<file path="config.mk">
export PLATFORM = sky130hd
export DESIGN_NAME = demux32bits2salidas
export DESIGN_NICKNAME = d
export VERILOG_FILES = /design/src/rtl/demux32bits2salidas.sv
export SDC_FILE = /design/constraint.sdc
export NUM_CORES = 1
export LEC_CHECK = 0
export BUFFER_PORTS_ARGS = -buffer_cell sky130_fd_sc_hd__buf_2
export CAP_MARGIN = 20
export CORE_ASPECT_RATIO = 1.5
export CORE_MARGIN = 2
export CORE_UTILIZATION = 50
export DETAILED_ROUTE_END_ITERATION = 12
export PLACE_DENSITY = 0.86
export SLEW_MARGIN = 5
export SYNTH_ARGS = -nofsm -noshare
export SYNTH_HDL_FRONTEND = slang
export SYNTH_HIERARCHICAL = 1
export SYNTH_SLANG_ARGS = --single-unit
</file>
<file path="constraint.sdc">
create_clock -name clk -period 1.9 [get_ports clk]
set_clock_uncertainty 0.15 [all_clocks]
set_input_delay 0.095 -clock clk [delete_from_list [all_inputs] [get_ports clk]]
set_output_delay 0.095 -clock clk [all_outputs]
set_load 0.01 [all_outputs]
</file>
<file path="src/rtl/demux32bits2salidas.sv">
// 1-to-2 word demultiplexer: sel steers each accepted word into one of two 2-entry FIFOs.
// Optional per-output acceptance counters are built when DEMUX_CONTADORES_EN is defined.

module demux32bits2salidas_fifo #(
  parameter int ANCHO = 32
) (
  input  logic             clk,
  input  logic             rst_n,
  input  logic             push_i,
  input  logic [ANCHO-1:0] din_i,
  input  logic             pop_i,
  output logic [ANCHO-1:0] dout_o,
  output logic             valid_o,
  output logic             free_o
);
  logic [1:0][ANCHO-1:0] mem_q;
  logic [1:0]            cnt_q, cnt_d;
  logic                  wr_q, rd_q;

  always_comb begin
    cnt_d = cnt_q;
    case ({push_i, pop_i})
      2'b10:   cnt_d = cnt_q + 2'd1;
      2'b01:   cnt_d = cnt_q - 2'd1;
      default: cnt_d = cnt_q;
    endcase
  end

  always_ff @(posedge clk) begin
    if (!rst_n) begin
      mem_q <= '0;
      cnt_q <= '0;
      wr_q  <= 1'b0;
      rd_q  <= 1'b0;
    end else begin
      if (push_i) begin
        mem_q[wr_q] <= din_i;
        wr_q        <= ~wr_q;
      end
      if (pop_i) rd_q <= ~rd_q;
      cnt_q <= cnt_d;
    end
  end

  assign valid_o = (cnt_q != 2'd0);
  assign free_o  = (cnt_q != 2'd2);
  // Head word is forced to zero while empty so stale storage never shows.
  assign dout_o  = valid_o ? mem_q[rd_q] : '0;
endmodule

module demux32bits2salidas #(
  parameter int ANCHO        = 32,
  parameter int CUENTA_ANCHO = 16
) (
  input  logic             clk,
  input  logic             rst_n,
  input  logic             sel,
  input  logic [ANCHO-1:0] entrada,
  input  logic             entrada_valid,
  output logic             entrada_ready,
  output logic [ANCHO-1:0] salidaA,
  output logic             validA,
  input  logic             readyA,
  output logic [ANCHO-1:0] salidaB,
  output logic             validB,
  input  logic             readyB
`ifdef DEMUX_CONTADORES_EN
  ,
  output logic [CUENTA_ANCHO-1:0] cuentaA,
  output logic [CUENTA_ANCHO-1:0] cuentaB
`endif
);
  logic [1:0]            push, pop, vld, free, rdy;
  logic [1:0][ANCHO-1:0] dout;

  assign rdy = {readyB, readyA};
  // Ready looks only at the selected FIFO's occupancy, never at the consumer.
  assign entrada_ready = free[sel];

  for (genvar g = 0; g < 2; g++) begin : g_lane
    assign push[g] = entrada_valid & entrada_ready & (sel == 1'(g));
    assign pop[g]  = vld[g] & rdy[g];

    demux32bits2salidas_fifo #(.ANCHO(ANCHO)) u_fifo (
      .clk    (clk),
      .rst_n  (rst_n),
      .push_i (push[g]),
      .din_i  (entrada),
      .pop_i  (pop[g]),
      .dout_o (dout[g]),
      .valid_o(vld[g]),
      .free_o (free[g])
    );
  end

  assign salidaA = dout[0];
  assign salidaB = dout[1];
  assign validA  = vld[0];
  assign validB  = vld[1];

`ifdef DEMUX_CONTADORES_EN
  logic [1:0][CUENTA_ANCHO-1:0] cuenta_q;

  always_ff @(posedge clk) begin
    if (!rst_n) begin
      cuenta_q <= '0;
    end else begin
      for (int i = 0; i < 2; i++)
        if (push[i]) cuenta_q[i] <= cuenta_q[i] + 1'b1;
    end
  end

  assign cuentaA = cuenta_q[0];
  assign cuentaB = cuenta_q[1];
`endif
endmodule
</file>
==> impl_metrics.toml <==
[floorplan]
die_w_um = 94.5
dieArea_um2 = 13200
core_um2 = 12000
start_util = 0.512
rows = 49
ios = 105
die_height_um = 140

[setup_path]
cp-start-kind = "register"
required_ns = 1.65
critical_path.max_fanout = 9
end_kind = "primary output"
critical_path_class = "reg2out"
arrival_ns = 1.60

[yosys]
synth_area_leaders = "dfxtp_1 (44%), nand2_1 (16%), a21boi_1 (11%), mux2i_1 (10%), a21boi_0 (4.9%)"
synth-seq-cells = 136
yosysSeqAreaShare = 0.443
yosysTopAreaCellShare = 0.443
yosys.area.top_type = "dfxtp_1"
synth_cells = 749
ys.warnings.count = 6
yosysUniqueCellTypes = 21
syn_area_um2 = 6150
synth_nets = 789
syn_avg_cell_area_um2 = 8.21

[final_layout]
nets = 910
drive_gt1_frac = 0.193
layout_commonest_cell = "nand2_1"
diodes = 0
area_growth_pct = 25.9
final_cell_mix = "nand2_1 (260), dfxtp_1 (133), buf_2 (104), a21boi_1 (92)"

[worst_hold_path]
hold_class = "in2reg"

[cts]
clkLatencyLatePin_ns = 0.41
clockBufferDepth = 2
root_buffer = "clkbuf_16"
htree_levels = 4
cts_made_buffers = 17
clk_pin_slew_ns = 0.06
post_cts.repair.setup_buffers = 0
clock_sinks = 136
cts_tree = "built"

[power_and_ir_drop]
p_per_area_nw_per_um2 = 1100
leakagePower_uw = 0.00298
ir_drop_mv = 0.677
power_uw = 8500

[global_route]
grt_start_max_net_pins = 137
grt_pass1_vias = 5200
grt_pass1_wl_um = 24800
antenna_found_initial = 0
grt-ovfl-total = 0
track_usage = 0.241

[timing]
setup_viol = 0
min_period_over_period = 0.968
rsz0062_at_grt = "no"
fin_ws_ns = 0.0599
setup_tns_ns = 0
fmax_mhz = 543
min_period_ns = 1.84
slew_headroom = 0.686
slew_viol_final = 0
hold_violations = 0
tightest_slew_ns = 0.471

[routing]
met3_length_um = 645
wl_met1_um = 6230
top_layer = "met4"
drt-wirelength-per-cell_um = 15.2
dr.first_iter.drc_count = 227
drc_errors = 0
met2_length_um = 8360
num_vias = 5419
drt_wl_total_um = 15700
ant_nets = 0
dr.pass1.iters = 5
routed_via_density = 5.23

[place]
dp_slack_ns = 0.0772
post-dp-hpwl_um = 10100
port_buffers = 104
gp_congestion = 0.785

[outcome]
outcome = "finished clean"

[flow_run]
max-cap-violations = 0
[state kept, by name, indices dropped and copies added, names as in the netlist]
signal / cells
g_lane.u_fifo/cnt_q: 4
g_lane.u_fifo/mem_q: 128
g_lane.u_fifo/rd_q: 2
g_lane.u_fifo/wr_q: 2
[power by group]
| part | internal, uW | switching, uW | total (uW) |
|---|---|---|---|
| clock | 1790 | 1250 | 3040 |
| sequential | 3070 | 187 | 3250 |
| combinational | 941 | 1260 | 2200 |
| total | 5800 | 2700 | 8500 |
[critical path, cell delays in order, from the launching register on]
cell and delay (ns):
dfxtp_4 0.45, buf_4 0.25, mux2i_1 0.27, nor2_1 0.07, buf_2 0.15
[cell usage after synthesis (all sizes together)]
cell type / number
nand2: 260
dfxtp: 136
a21boi: 132
nor2: 66
mux2i: 64
buf: 46
clkbuf: 12
and2: 8
inv: 4
nand2b: 4
xnor2: 4
ha: 2
nor2b: 2
o21ai: 2
or3: 2
xor2: 2
and3: 1
and3b: 1
mux2: 1
[cells by family after synthesis]
kind of cell / after synthesis / synth area share
fa+ha+maj: 2 / 0.00407
buf+inv: 62 / 0.0570
flops: 136 / 0.443
simple gates: 344 / 0.218
mux: 65 / 0.107
compound gates: 134 / 0.163
xor+xnor: 6 / 0.00855
[per-layer routing]
metal	up-vias	GRT usage
met5	-	0
met4	0	0.106
met3	31	0.0444
met2	156	0.442
met1	2569	0.264
li1	2663	-
[worst paths after layout]
path | start | to | slack, ns | depth (start not counted)
worst max-delay path | g_lane[0].u_fifo/rd_q | salidaA[7] | 0.06 | 4
worst max register to register | g_lane[1].u_fifo/cnt_q[0] | g_lane[1].u_fifo/cnt_q[1] | 0.09 | 6
worst min-delay path | readyA | g_lane[0].u_fifo/rd_q | 0.04 | 4
worst min register to register | g_lane[0].u_fifo/mem_q[29] | g_lane[0].u_fifo/mem_q[29] | 0.30 | 2
[area by class of cell]
cell class | count | area (um2)
clock buffer | 17 | 425
clock inverter | 15 | 133
fill | 1071 | 4280
inverter | 4 | 15.0
multi-input combinational | 551 | 3100
sequential | 136 | 2730
tap | 153 | 191
timing repair buffer | 160 | 1150
[repair_timing]
| action | 4_1_cts | 5_1_grt |
|---|---|---|
| setup endpoints to repair | 5 | 6 |
| hold buffers | 32 | 0 |
| gates resized for setup | 2 | 2 |
| endpoints found under the hold margin | 128 | 0 |
[stage by stage]
step                hold WS [ns]  cells   util  cell area, um2
floorplan                 0.0798    749      -            6180
global route              0.0523   1036  0.644            7740
global placement           0.235    972  0.570            6850
CTS                       0.0276   1036  0.644            7740
finish                    0.0403   1036  0.644            7740
detailed placement         0.243    972  0.570            6850
No activity file was read; power rests on OpenSTA's default activity.
